$ cat src/rtl/hazard_scoreboard_pkg.sv
// ============================================================================
// Module      : hazard_scoreboard_pkg
// Description : Shared definitions for the hazard scoreboard. These include
//               the D-stage forwarding select codes, the default field widths
//               and the MDU latencies, and a small helper for sizing the
//               MDU busy counter.
// Revision    : 1.0 - initial release
// ============================================================================
`default_nettype none

package hazard_scoreboard_pkg;

  // D-stage forwarding source: register file or the stage holding the value
  typedef enum logic [1:0] {
    FWD_RF = 2'd0,
    FWD_E  = 2'd1,
    FWD_M  = 2'd2,
    FWD_W  = 2'd3
  } fwd_sel_e;

  localparam int AW_DEF      = 5;
  localparam int TW_DEF      = 2;
  localparam int NSTG_DEF    = 3;
  localparam int MUL_LAT_DEF = 5;
  localparam int DIV_LAT_DEF = 10;

  function automatic int max_int(input int a, input int b);
    return (a > b) ? a : b;
  endfunction

endpackage

`default_nettype wire

$ cat src/rtl/hazard_slot_cmp.sv
// ============================================================================
// Module      : hazard_slot_cmp
// Description : Compares one scoreboard slot against one D-stage source
//               operand. The outputs are the address match (register 0
//               never matches), whether the producer is still too late for
//               the consumer (tnew > tuse), and whether the producer value is
//               already available (tnew == 0).
// Ports       : i_valid/i_a3/i_tnew - slot contents
//               i_reg/i_tuse        - operand address and its Tuse
//               o_match, o_late, o_ready
// Revision    : 1.0 - initial release
// ============================================================================
`default_nettype none

module hazard_slot_cmp #(
  parameter int AW = 5,
  parameter int TW = 2
) (
  input  logic          i_valid,
  input  logic [AW-1:0] i_a3,
  input  logic [TW-1:0] i_tnew,
  input  logic [AW-1:0] i_reg,
  input  logic [TW-1:0] i_tuse,
  output logic          o_match,
  output logic          o_late,
  output logic          o_ready
);

  assign o_match = i_valid && (i_a3 == i_reg) && (i_reg != '0);
  assign o_late  = (i_tnew > i_tuse);
  assign o_ready = (i_tnew == '0);

endmodule

`default_nettype wire

$ cat src/rtl/hazard_scoreboard.sv
// ============================================================================
// Module      : hazard_scoreboard
// Description : Stall/forward controller for the in-order F/D/E/M/W pipeline.
//               In-flight register writes are tracked in a Tnew shift chain
//               (slot 0 = E, slot 1 = M, slot 2 = W). A busy counter models
//               the multi-cycle mult/div unit.
// Ports       : clk, reset (async, active-high)
//               i_d_rs/i_d_rs_use/i_d_tuse_rs - D rs operand
//               i_d_rt/i_d_rt_use/i_d_tuse_rt - D rt operand
//               i_d_a3/i_d_tnew               - D destination and its Tnew
//               i_d_md_start/i_d_md_div/i_d_md_use - MDU control from D
//               o_fd_stall, o_de_bubble      - hold F/D, bubble D/E
//               o_fwd_rs, o_fwd_rt            - D forward select (0 RF,1 E,2 M,3 W)
//               o_md_busy                     - MDU running or start in E
// Revision    : 1.0 - initial release
// ============================================================================
`default_nettype none

module hazard_scoreboard
  import hazard_scoreboard_pkg::*;
#(
  parameter int AW      = AW_DEF,
  parameter int TW      = TW_DEF,
  parameter int NSTG    = NSTG_DEF,
  parameter int MUL_LAT = MUL_LAT_DEF,
  parameter int DIV_LAT = DIV_LAT_DEF
) (
  input  logic          clk,
  input  logic          reset,
  input  logic [AW-1:0] i_d_rs,
  input  logic          i_d_rs_use,
  input  logic [TW-1:0] i_d_tuse_rs,
  input  logic [AW-1:0] i_d_rt,
  input  logic          i_d_rt_use,
  input  logic [TW-1:0] i_d_tuse_rt,
  input  logic [AW-1:0] i_d_a3,
  input  logic [TW-1:0] i_d_tnew,
  input  logic          i_d_md_start,
  input  logic          i_d_md_div,
  input  logic          i_d_md_use,
  output logic          o_fd_stall,
  output logic          o_de_bubble,
  output logic [1:0]    o_fwd_rs,
  output logic [1:0]    o_fwd_rt,
  output logic          o_md_busy
);

  localparam int C_MAX_LAT = max_int(MUL_LAT, DIV_LAT);
  localparam int C_CW      = $clog2(C_MAX_LAT + 1);

  // --------------------------------------------------------------------------
  // Scoreboard slots
  // --------------------------------------------------------------------------
  logic [NSTG-1:0] r_valid;
  logic [AW-1:0]   r_a3   [NSTG];
  logic [TW-1:0]   r_tnew [NSTG];

  // Per-slot compare results for each operand
  logic [NSTG-1:0] w_rs_match, w_rs_late, w_rs_ready;
  logic [NSTG-1:0] w_rt_match, w_rt_late, w_rt_ready;

  // MDU state
  logic [C_CW-1:0] r_md_cnt;
  logic            r_md_start_e;

  logic            w_stall;
  logic            w_data_stall;
  logic            w_md_stall;
  logic            w_md_accept;
  logic            w_md_busy;
  logic            w_rs_late_sel;
  logic            w_rt_late_sel;
  logic            w_rs_hit;
  logic            w_rt_hit;
  logic [1:0]      w_fwd_rs;
  logic [1:0]      w_fwd_rt;

  generate
    for (genvar k = 0; k < NSTG; k++) begin : g_slot
      hazard_slot_cmp #(
        .AW (AW),
        .TW (TW)
      ) u_cmp_rs (
        .i_valid (r_valid[k]),
        .i_a3    (r_a3[k]),
        .i_tnew  (r_tnew[k]),
        .i_reg   (i_d_rs),
        .i_tuse  (i_d_tuse_rs),
        .o_match (w_rs_match[k]),
        .o_late  (w_rs_late[k]),
        .o_ready (w_rs_ready[k])
      );

      hazard_slot_cmp #(
        .AW (AW),
        .TW (TW)
      ) u_cmp_rt (
        .i_valid (r_valid[k]),
        .i_a3    (r_a3[k]),
        .i_tnew  (r_tnew[k]),
        .i_reg   (i_d_rt),
        .i_tuse  (i_d_tuse_rt),
        .o_match (w_rt_match[k]),
        .o_late  (w_rt_late[k]),
        .o_ready (w_rt_ready[k])
      );
    end
  endgenerate

  // --------------------------------------------------------------------------
  // Youngest-match priority pick. The loop walks from the oldest slot to the
  // youngest, so a younger match always overwrites an older one. An older
  // ready producer therefore never wins over a younger one that is not ready.
  // --------------------------------------------------------------------------
  always_comb begin
    w_rs_hit      = 1'b0;
    w_rt_hit      = 1'b0;
    w_rs_late_sel = 1'b0;
    w_rt_late_sel = 1'b0;
    w_fwd_rs      = FWD_RF;
    w_fwd_rt      = FWD_RF;
    for (int k = NSTG - 1; k >= 0; k--) begin
      if (w_rs_match[k]) begin
        w_rs_hit      = 1'b1;
        w_rs_late_sel = w_rs_late[k];
        w_fwd_rs      = w_rs_ready[k] ? 2'(k + 1) : FWD_RF;
      end
      if (w_rt_match[k]) begin
        w_rt_hit      = 1'b1;
        w_rt_late_sel = w_rt_late[k];
        w_fwd_rt      = w_rt_ready[k] ? 2'(k + 1) : FWD_RF;
      end
    end
  end

  assign w_data_stall = (i_d_rs_use && w_rs_hit && w_rs_late_sel) ||
                        (i_d_rt_use && w_rt_hit && w_rt_late_sel);

  // The start_in_E flag covers the cycle in which a freshly accepted
  // mult/div sits in E. Because of it, md_busy is correct even for a
  // zero latency.
  assign w_md_busy   = (r_md_cnt != '0) || r_md_start_e;
  assign w_md_stall  = (i_d_md_use || i_d_md_start) && w_md_busy;
  assign w_stall     = w_data_stall || w_md_stall;
  assign w_md_accept = i_d_md_start && !w_stall;

  // --------------------------------------------------------------------------
  // Shift chain: slot 0 takes the D instruction (or a bubble on stall), and
  // older slots age by one cycle with Tnew saturating at zero.
  // --------------------------------------------------------------------------
  always_ff @(posedge clk or posedge reset) begin
    if (reset) begin
      r_valid <= '0;
      for (int k = 0; k < NSTG; k++) begin
        r_a3[k]   <= '0;
        r_tnew[k] <= '0;
      end
    end else begin
      if (w_stall) begin
        r_valid[0] <= 1'b0;
        r_a3[0]    <= '0;
        r_tnew[0]  <= '0;
      end else begin
        r_valid[0] <= (i_d_a3 != '0);
        r_a3[0]    <= i_d_a3;
        r_tnew[0]  <= i_d_tnew;
      end
      for (int k = 1; k < NSTG; k++) begin
        r_valid[k] <= r_valid[k-1];
        r_a3[k]    <= r_a3[k-1];
        r_tnew[k]  <= (r_tnew[k-1] == '0) ? '0 : (r_tnew[k-1] - TW'(1));
      end
    end
  end

  // --------------------------------------------------------------------------
  // MDU busy counter
  // --------------------------------------------------------------------------
  always_ff @(posedge clk or posedge reset) begin
    if (reset) begin
      r_md_cnt     <= '0;
      r_md_start_e <= 1'b0;
    end else if (w_md_accept) begin
      r_md_cnt     <= i_d_md_div ? C_CW'(DIV_LAT) : C_CW'(MUL_LAT);
      r_md_start_e <= 1'b1;
    end else begin
      r_md_cnt     <= (r_md_cnt != '0) ? (r_md_cnt - C_CW'(1)) : '0;
      r_md_start_e <= 1'b0;
    end
  end

  assign o_fd_stall  = w_stall;
  assign o_de_bubble = w_stall;
  assign o_fwd_rs    = w_fwd_rs;
  assign o_fwd_rt    = w_fwd_rt;
  assign o_md_busy   = w_md_busy;

endmodule

`default_nettype wire

$ cat config.mk
export PLATFORM = sky130hd
export DESIGN_NAME = hazard_scoreboard
export DESIGN_NICKNAME = d
export VERILOG_FILES = /design/src/rtl/hazard_scoreboard_pkg.sv /design/src/rtl/hazard_slot_cmp.sv /design/src/rtl/hazard_scoreboard.sv
export SDC_FILE = /design/constraint.sdc
export NUM_CORES = 1
export LEC_CHECK = 0
export ABC_AREA = 0
export CORE_MARGIN = 2
export CORE_UTILIZATION = 51
export CTS_CLUSTER_DIAMETER = 100
export DETAILED_ROUTE_END_ITERATION = 8
export PLACE_DENSITY = 0.8
export SYNTH_ARGS = -nofsm -noshare
export SYNTH_HDL_FRONTEND = slang
export SYNTH_SLANG_ARGS = --single-unit
export TNS_END_PERCENT = 50
$ cat constraint.sdc
create_clock -name clk -period 3.09 [get_ports clk]
set_input_delay 0.7725 -clock clk [delete_from_list [all_inputs] [get_ports clk]]
set_output_delay 0.7725 -clock clk [all_outputs]
set_load 0.03 [all_outputs]
==> results.md, run 1 <==
- Ys Warns: 0
- Grt met3 use: 8.468%
- GR peak layer: met2
- Synth area leader: dfrtp_1
- Met2 usage: 51.75%
- Worst Tran Pin Value: 406.0 ps
- Placed Cells: 277
- Cells taking the most area after synthesis: dfrtp_1, xnor2_1, ha_1
- DR vias: 1,709
- GRT Total Usage: 29.40%
- Violated checks: negative setup slack
- Post-Synthesis Cells: 167
- Hold path endpoint: r_valid[1]
- Syn avg cell area: 10.48 µm²
- Rel. slew slack: 72.73%
- Die area: 3917 µm²
- RR Endpoint: r_md_cnt[1]
- Worst r2r src: r_tnew[5]
- Worst Path Max Fanout: 6
- Worst EP arrival: 2520 ps
- Layout cell share with drive strength beyond 1: 41.70%
- Number of remaining DRC errors: 0
- R2r setup slk: 670 ps
- Worst skew pair latency: 350 ps
- Worst Hold Depth: 0
- Number of flops mapped to enable cells by yosys: 0
- Max-cap violations: 0
- CTS sink count: 29
- Antenna Cells: 0
- Critical path required time: 2320 ps
- RSZ-0062 raised after global routing: true
- Crit. End Element: output port
- Slew Viols, Final: 0
- Initial antenna violation count: 0
- Hpwl dp: 3.627 mm
- Port bufs: 34
- Synth top area share: 41.46%
- CTS max path bufs: 2
- DP Worst Slack: -556.5 ps
- Ys async rst share: 100.0%
- Worst hold slack: 431.6 ps
- Hold Crit Class: flip-flop to flip-flop
- PD cells: 592.2 nW/µm²
- Min-delay src: r_valid[0]
- Final Hold Vio Count: 0
- Util after Layout: 82.96%
- NumNets Final: 286
- Leakage Power: 1.167 nW
- Number of global-route vias before repair: 1,793
- VDD IR max: 0.0004873 V
- Drt initial violations: 106
- FMAX: 303.4 MHz
- Met1 GRT Util: 30.58%
- Fin crit period: 3296 ps
- Die Width: 62.59 µm
- First-pass GRT wire length: 8.680 mm
- GRT overflow: 0
- FF+latch count, synth: 29
- Number of buffers created by CTS: 5
- Syn Nets: 207
- Synth cell types: 41
- Post-synthesis sequential area ratio: 41.46%
- Core area: 3311 µm²
- Top_reg_cell synth: dfrtp_1
- Hold-fix buffers at CTS: 0
- Initial Util: 52.87%
- Die Ht: 62.59 µm
- Detailed Route WL: 5.981 mm
- # rows: 21
- Worst reg-to-reg path cell count: 10
- Run status: finished, violations left
- # fillers: 190
- Final period utilization: 106.7%
- Drt via density: 5.833
- H-tree depth: 2
- Reg clk slew, reported paths: 110 ps
- Mapped cell area: 1750 µm²
- Area Overhead vs Synth: 56.90%
- Final worst slack: -205.7 ps
- Ports: 35
- Non-Filler Instances: 293
- First drt pass iteration count: 4
- Root Driver: clkbuf_4
- Final GP Congestion: 0.9033
- Pin count of the biggest net entering global routing: 30
- Critical path launch point type: primary input
- CTS tree: built
- CP Class: primary input to output port
- Final setup viols: 5
- Worst-case clock skew: 17.25 ps
- ANT nets after route: 0
- Routed length per placed instance: 20.41 µm
## power breakdown
| part | total, mW | switching, mW | internal (mW) | leakage [nW] |
|---|---|---|---|---|
| logic | 0.700 | 0.352 | 0.347 | 0.750 |
| registers | 0.605 | 0.127 | 0.478 | 0.375 |
| clock network | 0.321 | 0.150 | 0.171 | 0.0414 |
## area by class of cell
| type | instances | area (µm²) | share of cell area, % |
|---|---|---|---|
| Multi-Input combinational cell | 124 | 1204 | 43.83 |
| Sequential cell | 29 | 725.7 | 26.42 |
| Timing Repair Buffer | 74 | 630.6 | 22.96 |
| Tap cell | 46 | 57.56 | 2.096 |
| Clock inverter | 3 | 46.29 | 1.686 |
| Inverter | 12 | 45.04 | 1.640 |
| Clock buffer | 5 | 37.54 | 1.367 |
## registers in the layout, indices dropped and copies added (netlist names)
register,count
r_a3,15
r_md_cnt,4
r_md_start_e,1
r_tnew,6
r_valid,3
## placed cells by master (no fill, tap or decap), types with 5 or more instances in the layout
cell type,count
a21oi_2,6
and2_1,10
buf_4,42
buf_6,8
clkbuf_4,5
clkdlybuf4s50_1,14
dfrtp_1,29
dlygate4sd2_1,5
ha_1,7
ha_4,5
inv_1,9
nand2_1,5
nand4_1,6
nor2b_1,5
xnor2_1,23
xor2_1,6
## kinds of logic after synthesis
logic type	after synthesis	synth area share, %
XOR/XNOR	30	15.01
AND/OR/NAND/NOR	52	18.30
flip-flops	29	41.46
AO/OA/AOI/OAI	27	11.44
adder cells (fa/ha/maj)	12	8.577
buffers and inverters	14	3.216
multiplexers	3	2.001
## worst max-delay path by stage
stage                     startpoint          end  slack, ps  cells after the start
after floorplan            i_d_rs[0]   o_fd_stall          3                      7
after global placement     i_d_rs[0]  o_de_bubble       -460                      9
after detailed placement   i_d_rs[2]  o_de_bubble       -560                      9
after CTS                  i_d_rs[1]  o_de_bubble       -150                      8
after global routing       i_d_rt[1]  o_de_bubble       -270                      8
final                      i_d_rt[1]  o_de_bubble       -210                      8
## cell usage after synthesis (all sizes together), types with 3 or more instances
master / instances
or2: 4
nor3: 3
a21oi: 9
and2: 10
nand2: 5
xor2: 6
o21ai: 6
inv: 12
nand4: 6
nor4: 4
xnor2: 24
nor2b: 5
dfrtp: 29
ha: 12
nor2: 6
## through the flow
step                      power (mW)  TNS (ps)  area (µm²)
after floorplan               0.9062         0        1752
after global placement         1.097     -2024        2362
after detailed placement       1.135     -2585        2362
after CTS                      1.531    -386.3        2641
after global routing           1.701    -927.1        2746
final                          1.626    -586.3        2746
## metal layers
layer / vias up / wire, µm
li1: 743 / -
met2: 111 / 3008
met4: 0 / 357
met3: 39 / 427
met1: 816 / 2187
met5: - / 0
## critical path: stages
cell and delay [ps]:
buf_8 100, or4_4 540, nor2_4 270, o31ai_4 100, a311oi_4 330, o22a_2 230
inv_2 50, buf_6 130
## timing repair
item | in CTS | in global routing
pin swaps | 25 | 12
buffers inserted | 4 | 4
endpoints found under the setup margin | 6 | 6
cloned | 0 | 0
resized for setup | 73 | 17
endpoints found under the hold margin | 0 | 0
Note: power is estimated with default switching activity, not from simulation.
==> run 2, diff against run 1 <==
--- a/config.mk
+++ b/config.mk
@@ -13,5 +13,6 @@
 export PLACE_DENSITY = 0.8
 export SYNTH_ARGS = -nofsm -noshare
 export SYNTH_HDL_FRONTEND = slang
+export SYNTH_HIERARCHICAL = 1
 export SYNTH_SLANG_ARGS = --single-unit
 export TNS_END_PERCENT = 50
==> run 2 against run 1 <==
  * The run still ends with negative setup slack left
  * Via count down 5.3%
  * First-iteration DRC count down 49%
  * Sequential power down 4.3%
  * Utilization down 10 points
  * Cell area down 11%
  * Flip-flop and latch count unchanged
  * Non-clock buffer count down 15
  * Sequential share of layout area up 3.3 points
  * Largest cell class unchanged
  * Clock skew down 4.2 ps
  * Clock power down 17%
  * Register-to-register slack worse by 80 ps
==> results.md, run 2 <==
- Non-Filler Instances: 301
- Hold Crit Class: flip-flop to flip-flop
- Initial Util: 53.20%
- Worst skew pair latency: 340 ps
- Final GP Congestion: 0.8340
- Number of flops mapped to enable cells by yosys: 0
- PD cells: 549.9 nW/µm²
- Worst Path Max Fanout: 6
- Number of buffers created by CTS: 5
- Core area: 3363 µm²
- GRT Total Usage: 23.36%
- H-tree depth: 2
- Violated checks: negative setup slack
- Crit. End Element: output port
- VDD IR max: 0.0004798 V
- First-pass GRT wire length: 7.134 mm
- Worst r2r src: r_a3[5]
- Min-delay src: r_valid[1]
- Placed Cells: 283
- Max reg flops: 15
- Ys Warns: 6
- Critical path launch point type: primary input
- Area Overhead vs Synth: 36.85%
- Post-synthesis sequential area ratio: 40.56%
- Top flop regs: r_a3: 15 flops, r_tnew: 6 flops, r_md_cnt: 4 flops
- Total power: 1.347 mW
- Antenna Cells: 0
- Syn avg cell area: 9.368 µm²
- Ys async rst share: 100.0%
- Fin crit period: 3202 ps
- Slew Viols, Final: 0
- Drt via density: 5.379
- Run status: finished, violations left
- R2r setup slk: 590 ps
- Synth cell types: 32
- Worst Tran Pin Value: 358.6 ps
- Top post-synthesis cells by count: dfrtp_1, inv_1, xor2_1, a21oi_1, ha_1
- Cells taking the most area after synthesis: dfrtp_1, xor2_1, ha_1
- Max-cap violations: 0
- Final Hold Vio Count: 0
- Number of remaining DRC errors: 0
- DR vias: 1,619
- Worst EP arrival: 2430 ps
- Ports: 35
- CP Class: primary input to output port
- Top_reg_cell synth: dfrtp_1
- Port bufs: 34
- Top reg by flops: r_a3
- # rows: 21
- First drt pass iteration count: 4
- Final setup viols: 4
- Die area: 3998 µm²
- Routed length per placed instance: 14.87 µm
- ANT nets after route: 0
- Die Width: 63.23 µm
- CTS tree: built
- Synth area leader: dfrtp_1
- Most frequent cells in the layout: dfrtp_1, buf_4, inv_1
- Final worst slack: -112.2 ps
- Synth top area share: 40.56%
- Mapped cell area: 1789 µm²
- Root Driver: clkbuf_4
- CTS sink count: 29
- # fillers: 280
- Hpwl dp: 2.990 mm
- Worst reg-to-reg path cell count: 11
- Commonest non-fill, non-tap cell in the layout: dfrtp_1
- Worst-case clock skew: 13.09 ps
- Post-Synthesis Cells: 191
- CTS max path bufs: 2
- RSZ-0062 raised after global routing: true
- Drt initial violations: 54
- Hold path endpoint: r_valid[2]
- Syn Nets: 231
- FMAX: 312.3 MHz
- Final period utilization: 103.6%
- Detailed Route WL: 4.476 mm
- Layout cell share with drive strength beyond 1: 28.24%
- Initial antenna violation count: 0
- Number of global-route vias before repair: 1,652
- Top-count cell post-synth: dfrtp_1
- FF+latch count, synth: 29
- RR Endpoint: r_md_cnt[1]
- Die Ht: 63.23 µm
- Hold-fix buffers at CTS: 0
- Rel. slew slack: 76.09%
- Pin count of the biggest net entering global routing: 30
- Critical path required time: 2320 ps
- Reg clk slew, reported paths: 80 ps
- Leakage Power: 1.212 nW
- NumNets Final: 294
- GRT overflow: 0
- Worst Hold Depth: 0
[run 2: cell count changes after synthesis, sizes merged, moves of 3 or more]
cell	before	now
xnor2	24	6
inv	12	24
xor2	6	18
a21oi	9	15
and4	0	6
nand2	5	11
nand4	6	1
o21ai	6	11
nor3	3	7
or2	4	8
nor2b	5	2
[run 2: critical path, stage by stage]
cell and delay (ps):
buf_2 170, xor2_2 180, nor3_2 240, and4_1 250, and3b_1 200, o221ai_2 200, and3_4 230, inv_2 40
buf_6 130
[run 2: through the flow]
step                hold WS, ps  setup slack [ps]  TNS [ps]  instance area (µm²)  utilization, %
finish                    413.2            -112.2    -257.7                 2449           72.81
global route              423.6            -157.1    -480.7                 2449           72.81
CTS                       410.1             4.460         0                 2410           71.65
detailed placement        387.3            -964.7     -2824                 2266           67.37
global placement          386.6            -955.7     -2662                 2266           67.37
floorplan                 359.7             15.44         0                 1789               -
[run 2: how the worst max path moves through the flow]
stage,endpoint,from,slack (ps),cells after the start
floorplan,o_fd_stall,i_d_rt[4],20,9
global placement,o_de_bubble,i_d_rt[1],-960,9
detailed placement,o_fd_stall,i_d_rt[1],-960,9
CTS,o_fd_stall,i_d_rs[3],4,9
global route,o_fd_stall,r_a3[5],-160,9
finish,o_fd_stall,i_d_rt[1],-110,9
[run 2: area by class of cell]
type	instances	area (µm²)	area share, %
Timing Repair Buffer	59	479.2	19.57
Clock buffer	7	65.06	2.657
Tap cell	46	57.56	2.351
Clock inverter	1	5.005	0.2044
Multi-Input combinational cell	135	1025	41.85
Inverter	24	90.09	3.679
Sequential cell	29	726.9	29.69
[run 2: kinds of logic (layout without fill, tap and decap cells)]
group,Yosys count,count (layout),share of synthesized area [%]
buffers and inverters,27,91,6.364
AOI/OAI and AO/OA,34,34,11.05
adders and majority gates,12,12,8.391
DFF,29,29,40.56
and+or+nand+nor,65,65,21.89
xor gates and xnor gates,24,24,11.75
[run 2: metal layers]
metal	global-route usage, %	wire (µm)	vias up
met5	0	0	-
met4	11.41	125	0
met3	5.714	218	11
met2	38.96	2172	51
met1	28.29	1959	785
li1	-	-	772
[run 2: timing repair]
action | CTS | global route
endpoints found under the setup margin | 6 | 5
buffers inserted | 6 | 4
cloned | 0 | 0
pin swaps | 10 | 11
gates resized for setup | 60 | 18
hold endpoints to repair | 0 | 0
[run 2: power breakdown]
| part | internal, mW | switching [mW] |
|---|---|---|
| sequential | 0.470 | 0.109 |
| combinational | 0.255 | 0.245 |
| clock | 0.132 | 0.136 |
| total | 0.857 | 0.490 |
==> run 3, diff against run 2 <==
--- a/config.mk
+++ b/config.mk
@@ -6,9 +6,7 @@
 export NUM_CORES = 1
 export LEC_CHECK = 0
 export ABC_AREA = 0
-export CORE_MARGIN = 2
 export CORE_UTILIZATION = 51
-export CTS_CLUSTER_DIAMETER = 100
 export DETAILED_ROUTE_END_ITERATION = 8
 export PLACE_DENSITY = 0.8
 export SYNTH_ARGS = -nofsm -noshare
==> run 3 against run 2 <==
  * The flow still finishes with violations (negative setup slack)
  * Sequential share of layout area up 0.051 points
  * Critical path type unchanged
  * Power up 5.3%
  * Sequential power up 2%
  * Maximum frequency up 1.9%
  * Clock power up 23%
  * Clock-buffer cell count down 1
  * Setup slack better by 58 ps
  * Clock skew down 4.0 ps
  * Cell area unchanged
  * First-iteration DRC count up 28%
  * Flip-flop and latch count unchanged
  * Non-clock buffer count down 7
==> results.md, run 3 (synthesis gave the netlist of run 2 again) <==
- Antenna Cells: 0
- Reg clk slew, reported paths: 90 ps
- CP Class: primary input to output port
- Violated checks: negative setup slack
- Max-cap violations: 0
- Rel. slew slack: 75.11%
- Layout cell share with drive strength beyond 1: 27.42%
- Critical path launch point type: primary input
- Number of remaining DRC errors: 0
- Initial Util: 53.62%
- Crit path largest cell delay: 260 ps
- Leakage Power: 1.187 nW
- Drt via density: 5.391
- Commonest non-fill, non-tap cell in the layout: dfrtp_1
- Worst Tran Pin Value: 373.3 ps
- Non-Filler Instances: 294
- Max layer used: met4
- Final setup viols: 2
- Most frequent cells in the layout: dfrtp_1, inv_1, buf_4
- CTS max path bufs: 2
- Port bufs: 34
- Slowest cell on crit path: and4_1
- Final worst slack: -53.94 ps
- Crit. End Element: output port
- PD cells: 579.3 nW/µm²
- Final Hold Vio Count: 0
- Initial antenna violation count: 0
- Final period utilization: 101.7%
- DR vias: 1,585
- Die area: 3749 µm²
- Die Width: 61.23 µm
- Slew Viols, Final: 0
- Max reg flops: 15
- RSZ-0062 raised after global routing: true
- FMAX: 318.1 MHz
- Root Driver: clkbuf_4
- # rows: 21
- Detailed Route WL: 4.390 mm
- Pin count of the biggest net entering global routing: 30
- Number of buffers created by CTS: 5
- Area Overhead vs Synth: 36.85%
- H-tree depth: 2
- Worst-case clock skew: 9.109 ps
- Drt initial violations: 69
- Worst EP arrival: 2370 ps
- First-pass GRT wire length: 6.810 mm
- Top flop regs: r_a3: 15 flops, r_tnew: 6 flops, r_md_cnt: 4 flops
- Hpwl dp: 2.984 mm
- Core area: 3337 µm²
- Util after Layout: 73.38%
- Hold Crit Class: flip-flop to flip-flop
- GRT overflow: 0
- Critical path required time: 2320 ps
- Die Ht: 61.23 µm
- Placed Cells: 281
- Final GP Congestion: 0.8263
- Routed length per placed instance: 14.93 µm
- GRT Total Usage: 25.39%
- Post-Route M1 WL: 1.822 mm
- CTS tree: built
- Metal3 WL: 256 µm
- CTS sink count: 29
- Worst skew pair latency: 330 ps
- Run status: finished, violations left
- Fin crit period: 3144 ps
- First drt pass iteration count: 4
- Met2 WL: 2.225 mm
- VDD IR max: 0.0004369 V
- Top reg by flops: r_a3
- NumNets Final: 287
- Number of global-route vias before repair: 1,542
- ANT nets after route: 0
- Ports: 35
- Worst Path Max Fanout: 6
- Worst path cell trace: buf_2 -> or2_1 -> o21ai_1 -> and4_1 -> and3b_1 -> o221ai_2 -> and3_4 -> inv_4 -> buf_6
## run 3: cell count changes in the layout (fill, tap and decap cells not counted), sizes merged
cell	delta
buf	-5
clkbuf	-3
bufinv	+1
clkinv	-1
clkinvlp	+1
## run 3: worst paths after layout
check	start	to	slack [ps]	depth (start not counted)
max reg2reg	r_a3[5]	r_md_cnt[1]	830	9
max	i_d_rt[4]	o_de_bubble	-50	9
max in group asynchronous	reset	r_a3[5]	1990	3
min reg2reg	r_valid[0]	r_valid[1]	420	0
min	r_valid[0]	r_valid[1]	420	0
min in group asynchronous	reset	r_tnew[3]	800	3
## run 3: layout make-up
cell class / instances / area (µm²)
multi-input combinational: 135 / 1047
sequential: 29 / 728.2
clock inverter: 2 / 37.54
inverter: 24 / 92.59
clock buffer: 6 / 51.30
fill: 244 / 888.4
tap: 46 / 57.56
timing repair buffer: 52 / 434.2
## run 3: what timing repair did
action,in CTS,in global routing
gates cloned,0,0
gates resized for setup,66,19
setup endpoints to repair,6,3
buffers inserted,2,3
pin swaps,10,9
hold buffers,0,0
## run 3: per-stage QoR
step / worst slack [ps] / hold WS (ps) / area (µm²) / power [mW] / setup TNS (ps)
2_1_floorplan: 15.44 / 359.7 / 1789 / 0.8629 / 0
3_3_place_gp: -962.1 / 387.4 / 2251 / 1.005 / -2881
3_5_place_dp: -999.5 / 392.7 / 2251 / 1.023 / -2920
4_1_cts: 9.188 / 417.7 / 2360 / 1.379 / 0
5_1_grt: -133.0 / 439.0 / 2449 / 1.517 / -277.9
6_report: -53.94 / 418.7 / 2449 / 1.419 / -107.8
## run 3: report_power, final
group	total [mW]	switching, mW	internal [mW]
logic	0.500	0.240	0.261
clock network	0.330	0.137	0.192
registers	0.589	0.119	0.470
total	1.42	0.496	0.923
## run 3: critical path, delay by kind of cell
family | cells | cell delay (ps)
simple gates | 4 | 960
compound gates | 2 | 350
buf+inv | 3 | 300
## run 3: metal layers
| metal | track usage, % | vias to the layer above |
|---|---|---|
| met3 | 4.202 | 13 |
| met1 | 31.90 | 742 |
| met5 | 0 | - |
| li1 | - | 760 |
| met4 | 9.091 | 0 |
| met2 | 44.10 | 70 |
==> RTL change 1, RTL diff (config.mk and constraints of run 1) <==
`DIV_LAT_DEF`: 10 -> 9.
--- a/src/rtl/hazard_scoreboard_pkg.sv
+++ b/src/rtl/hazard_scoreboard_pkg.sv
@@ -22,7 +22,7 @@
   localparam int TW_DEF      = 2;
   localparam int NSTG_DEF    = 3;
   localparam int MUL_LAT_DEF = 5;
-  localparam int DIV_LAT_DEF = 10;
+  localparam int DIV_LAT_DEF = 9;
 
   function automatic int max_int(input int a, input int b);
     return (a > b) ? a : b;
Formal check against the unedited RTL: same outputs for any inputs over 10 cycles, from zero or initial values and one cycle with reset high; that may be too few to reach the edited logic, so the function may still have changed.
==> RTL change 1 against run 1 <==
- synthesized area shrank 0.36%
- clock skew down 0.011 ns
- critical path type unchanged
- the run still ends with negative setup slack left
- highest routed layer unchanged
- power is 7.1% lower
- hold slack worse by 0.0073 ns
- non-clock buffer count shrank 2
- wire length decreased by 5.1%
- register-to-register slack improved by 0.09 ns
- setup slack worse by 0.058 ns
- final area rose by 0.82%
- sequential cell count unchanged
- die area fell by 0.34%
- combinational power fell by 6.6%
==> RTL change 1: results (changes against run 1) <==
Parameter                              Value

Run status
  Run status    finished with violations
  Violated checks    negative setup slack

Placed design
  Minimum setup slack after placement    -0.624 ns (-0.0678 ns)
  Final weighted congestion in routability-driven placement    0.871 (-3.6%)
  Post-detail-place hpwl    3500 um (-3.5%)
  Total instance count after detailed placement    285 (+2.9%)
  Instance area at placement    2420 um2 (+2.6%)

Logic synthesis
  Multiplexer share of the synthesized area    1.87% (-0.14 points)
  Ranking of synthesized cells by instance count    29 x sky130_fd_sc_hd__dfrtp_1, 24 x sky130_fd_sc_hd__inv_1, 24 x sky130_fd_sc_hd__xnor2_1
  Netlist cell types    32 (-22%)
  Fraction of the mapped netlist area in compound gates    12.1% (+0.61 points)
  Part of the Yosys area used for sequential elements    41.6% (+0.15 points)
  Dominant cells by area after synthesis    sky130_fd_sc_hd__dfrtp_1 42%, sky130_fd_sc_hd__xnor2_1 12%, sky130_fd_sc_hd__ha_1 9.3%
  Total nets after synthesis    216 (+4.3%)
  Synthesized area per cell    9.97 um2 (-4.9%)
  Post-synthesis share of cell area spent on full adders, half adders and majority gates    9.33% (+0.75 points)
  Parity-gate share of the synthesized area counting xor and xnor cells    15.1% (+0.054 points)

Worst setup path
  Data arrival time of the critical path    2.58 ns (+0.06 ns)
  Largest delay contributor family on the critical path    compound AO/OA/AOI/OAI gates
  Depth of the most critical reg-to-reg path    9 (-1)
  R2r startpoint    r_a3[7]
  Critical Path Fanout Max    4 (-2)
  Endpoint of the lowest-slack register-to-register path    r_md_cnt[0]
  Slack of the worst reg-to-reg path    0.76 ns (+0.09 ns)
  Longest individual stage delay on the worst path    0.58 ns (+0.04 ns)

Drt
  Vias after detailed routing    1672 (-2.2%)
  DRT iter0 DRCs    103 (-2.8%)
  Routed WL per cell    19.0 um (-6.7%)

STA
  Final Hold Slack    0.424 ns (-0.00730 ns)
  Final WS setup    -0.263 ns (-0.0576 ns)
  Final Skew    0.00584 ns (-0.0114 ns)
  Number of endpoints failing setup at the final stage    6 (+1)
  Post-route setup TNS    -1.38 ns (-0.797 ns)

Power and ir drop
  Worst VDD drop    411 uV (-16%)

Layout
  Final-stage net count    292 (+2.1%)
  Fillers    193 (+1.6%)
  Ratio of cells with drive above 1 in the final layout    41.3% (-0.43 points)

Global route
  Global-route wire length before repair    8590 um (-1.0%)
  Number of global-route vias before repair    1829 (+2.0%)

Clock tree
  CTS clock-pin slew for the worst setup and hold paths    0.09 ns (-0.02 ns)
==> RTL change 1: cells by family after synthesis <==
group,count (synthesis)
compound gates,27
xor+xnor,30
fa+ha+maj,13
buf+inv,27
flops,29
mux,3
simple gates,46
==> RTL change 1: repair_timing <==
action | in CTS | in global routing
gates resized for setup | 76 | 11
setup endpoints to repair | 6 | 6
pin swaps | 22 | 3
setup buffers | 5 | 3
endpoints found under the hold margin | 0 | 0
==> RTL change 1: final cells by class <==
cell class	instances	share of cell area (%)
tap	46	2.08
sequential	29	26.2
clock buffer	7	2.35
clock inverter	1	0.181
timing repair buffer	72	22.0
multi-input combinational	119	43.9
inverter	24	3.25
==> RTL change 1: worst reg2reg max path, stage by stage (launching register included) <==
cell and delay (ns):
sky130_fd_sc_hd__dfrtp_1 0.43, sky130_fd_sc_hd__xnor2_1 0.26, sky130_fd_sc_hd__nand4_1 0.18, sky130_fd_sc_hd__buf_4 0.18, sky130_fd_sc_hd__a2111oi_4 0.36, sky130_fd_sc_hd__a311oi_4 0.11, sky130_fd_sc_hd__buf_4 0.17, sky130_fd_sc_hd__buf_4 0.12
sky130_fd_sc_hd__o221ai_2 0.22, sky130_fd_sc_hd__o21ai_0 0.17
==> RTL change 1: metal layers <==
metal	up-vias	GRT usage [%]	wire (um)
met3	25	7.75	339
li1	749	-	-
met1	814	31.7	2100
met5	-	0	0
met4	0	13.1	218
met2	84	52.0	3020
==> RTL change 1: worst max path at each step <==
stage / start / end / slack, ns / cells after the start
finish: i_d_rt[3] / o_de_bubble / -0.26 / 7
global route: i_d_rs[3] / o_fwd_rs[1] / -0.37 / 9
CTS: i_d_rs[1] / o_de_bubble / -0.18 / 7
floorplan: i_d_rt[1] / o_fd_stall / -0.14 / 6
global placement: i_d_rt[1] / o_fd_stall / -0.55 / 8
detailed placement: i_d_rs[0] / o_fwd_rs[0] / -0.62 / 7
==> RTL change 1: report_power, final <==
group	switching [mW]	leakage (nW)	internal, mW
logic	0.341	0.816	0.313
registers	0.110	0.380	0.474
clock network	0.140	0.0413	0.132
total	0.591	1.24	0.919
==> RTL change 1: through the flow <==
step | utilization, % | power (mW)
floorplan | - | 0.896
global placement | 73.2 | 1.07
detailed placement | 73.2 | 1.11
CTS | 81.6 | 1.45
global route | 83.6 | 1.59
finish | 83.6 | 1.51
==> RTL change 2, RTL diff (settings of run 1) <==
Made on the original files. Add an input register stage for `i_d_md_div`; this delays it by one clock. The other inputs are not delayed to match.
--- a/src/rtl/hazard_scoreboard.sv
+++ b/src/rtl/hazard_scoreboard.sv
@@ -48,6 +48,12 @@
   localparam int C_MAX_LAT = max_int(MUL_LAT, DIV_LAT);
   localparam int C_CW      = $clog2(C_MAX_LAT + 1);
 
+  logic i_d_md_div_q;
+
+  always_ff @(posedge clk) begin
+    i_d_md_div_q <= i_d_md_div;
+  end
+
   // --------------------------------------------------------------------------
   // Scoreboard slots
   // --------------------------------------------------------------------------
@@ -181,7 +187,7 @@
       r_md_cnt     <= '0;
       r_md_start_e <= 1'b0;
     end else if (w_md_accept) begin
-      r_md_cnt     <= i_d_md_div ? C_CW'(DIV_LAT) : C_CW'(MUL_LAT);
+      r_md_cnt     <= i_d_md_div_q ? C_CW'(DIV_LAT) : C_CW'(MUL_LAT);
       r_md_start_e <= 1'b1;
     end else begin
       r_md_cnt     <= (r_md_cnt != '0) ? (r_md_cnt - C_CW'(1)) : '0;
Behaviour: not the same (Yosys sat finds a counterexample within 10 cycles, from zero or initial values and one cycle with reset high).
==> RTL change 2 against run 1 <==
- the flow still finishes with violations (negative setup slack)
- sequential cell count rose by 1
- wire length fell by 4.9%
- register-to-register slack got worse by 0.06 ns
- combinational power barely moved
- setup slack improved by 0.012 ns
- count of clock-buffer cells in the layout rose by 1
- highest routed layer unchanged
- sequential power rose by 2%
- synthesized area rose by 3.0%
- largest cell class unchanged
- power fell by 3.3%
- core utilization rose by 0.53 points
- maximum frequency rose by 0.35%
- first-iteration DRC count fell by 20%
- clock skew fell by 0.0011 ns
- final area rose by 2.2%
- largest power group unchanged
==> RTL change 2: results (changes against run 1) <==
Parameter                              Value

Logic synthesis
  Post-synthesis cell count    171 (+2.4%)
  Fraction of the mapped netlist area in compound gates    12.7% (+1.3 points)
  Part of the Yosys area used for sequential elements    41.4% (-0.098 points)
  Dominant cells by area after synthesis    sky130_fd_sc_hd__dfrtp_1 40%, sky130_fd_sc_hd__xnor2_1 13%, sky130_fd_sc_hd__ha_1 8.3%
  Multiplexer share of the synthesized area    1.46% (-0.54 points)
  Post-synthesis share of cell area spent on full adders, half adders and majority gates    8.33% (-0.25 points)
  Total nets after synthesis    211 (+1.9%)
  Ys async rst share    96.7% (-3.3 points)
  Ranking of synthesized cells by instance count    29 x sky130_fd_sc_hd__dfrtp_1, 26 x sky130_fd_sc_hd__xnor2_1, 12 x sky130_fd_sc_hd__ha_1
  Parity-gate share of the synthesized area counting xor and xnor cells    14.6% (-0.44 points)
  Yosys Warn Count    0 (unchanged)

Worst setup path
  Depth of the most critical reg-to-reg path    9 (-1)
  R2r startpoint    r_a3[7]
  Longest individual stage delay on the worst path    0.57 ns (+0.03 ns)
  Data arrival time of the critical path    2.51 ns (about the same)
  Critical Path Fanout Max    4 (-2)

Clock tree
  Post-CTS Setup Inserts    7 (+3)
  Deepest level of the CTS H-tree    2 (unchanged)
  Count of cells resized by post-cts repair    76 (+4.1%)
  TritonCTS Buffers    5 (unchanged)

STA
  Transition time of the tightest slew-check pin    0.388 ns (-0.0181 ns)
  Final WS setup    -0.194 ns (+0.0115 ns)
  Post-route setup TNS    -0.757 ns (-0.170 ns)
  Number of endpoints failing setup at the final stage    6 (+1)
  Final Skew    0.0161 ns (-0.00113 ns)
  Final Hold Slack    0.416 ns (-0.0153 ns)

Layout
  Fillers    187 (-1.6%)
  Final-stage net count    292 (+2.1%)
  Non-filler cells, final    299 (+2.0%)
  Storage cell area    746 um2 (+2.8%)
  Ratio of cells with drive above 1 in the final layout    43.9% (+2.2 points)

Drt
  Detailed-routing wirelength on met1    2210 um (+1.1%)
  Routed length on met2    2880 um (-4.3%)
  DRT iter0 DRCs    85 (-20%)
  Number of vias per cell    5.55 (-4.9%)
  Total wirelength of the detailed-routed design    5690 um (-4.9%)
  Met3 wirelength from detailed routing    361 um (-15%)

Power and ir drop
  Power of the sequential group    0.617 mW (+2%)
  Static leakage    1.22 nW (+4.4%)
  Worst VDD drop    458 uV (-6.0%)
  Post-layout power    1.57 mW (-3.3%)
  Relative contribution of combinational cells to total power    44.7% (+1.7 points)
  Switching power    0.609 mW (-3.2%)

Placed design
  Post-detail-place hpwl    3650 um (+0.52%)
  Final weighted congestion in routability-driven placement    0.904 (about the same)
  Instance area at placement    2400 um2 (+1.6%)
  Minimum setup slack after placement    -0.538 ns (+0.0190 ns)

Global route
  Antenna violations before repair    0 (unchanged)
  Global-route usage over all layers    28.2% (-1.2 points)
  Number of global-route vias before repair    1794 (+0.056%)
  Global-route wire length before repair    8640 um (-0.48%)

Run status
  Run status    finished with violations
  Violated checks    negative setup slack
-- RTL change 2: cell count changes after synthesis, sizes merged, moves of 2 or more --
cell   change
nand3      -2
nor2       +2
mux2i      -2
xnor2      +2
xor2       -2
nand2      +2
-- RTL change 2: worst reg2reg max path, stage by stage (launching register included) --
cell                       delay, ns
sky130_fd_sc_hd__dfrtp_1        0.48
sky130_fd_sc_hd__xnor2_2        0.21
sky130_fd_sc_hd__nand4_1        0.20
sky130_fd_sc_hd__buf_4          0.20
sky130_fd_sc_hd__nor4_4         0.39
sky130_fd_sc_hd__a311oi_4       0.09
sky130_fd_sc_hd__buf_4          0.15
sky130_fd_sc_hd__buf_4          0.12
sky130_fd_sc_hd__o221ai_2       0.20
sky130_fd_sc_hd__mux2_4         0.32
-- RTL change 2: area by class of cell --
cell class	instances	share of cell area, %
well taps	46	2.05
repair buffers	76	22.8
multi-input cells	127	44.7
inverters	12	1.60
flip-flops and latches	30	26.6
clock inverters	2	0.446
clock buffers	6	1.83
-- RTL change 2: how the worst max path moves through the flow --
stage / depth (start not counted) / slack [ns] / to / start
floorplan: 7 / -0.02 / o_fd_stall / i_d_rt[1]
global placement: 10 / -0.47 / o_de_bubble / i_d_tuse_rt[1]
detailed placement: 9 / -0.54 / o_de_bubble / i_d_rt[2]
CTS: 9 / -0.13 / o_de_bubble / i_d_rt[2]
global route: 9 / -0.24 / o_fwd_rt[1] / i_d_rt[3]
finish: 9 / -0.19 / o_fwd_rt[1] / i_d_rt[3]
-- RTL change 2: per-layer routing --
layer / vias up / GRT usage (%)
met5: - / 0
met4: 0 / 7.34
met3: 22 / 4.64
met2: 71 / 50.1
met1: 809 / 35.6
li1: 757 / -
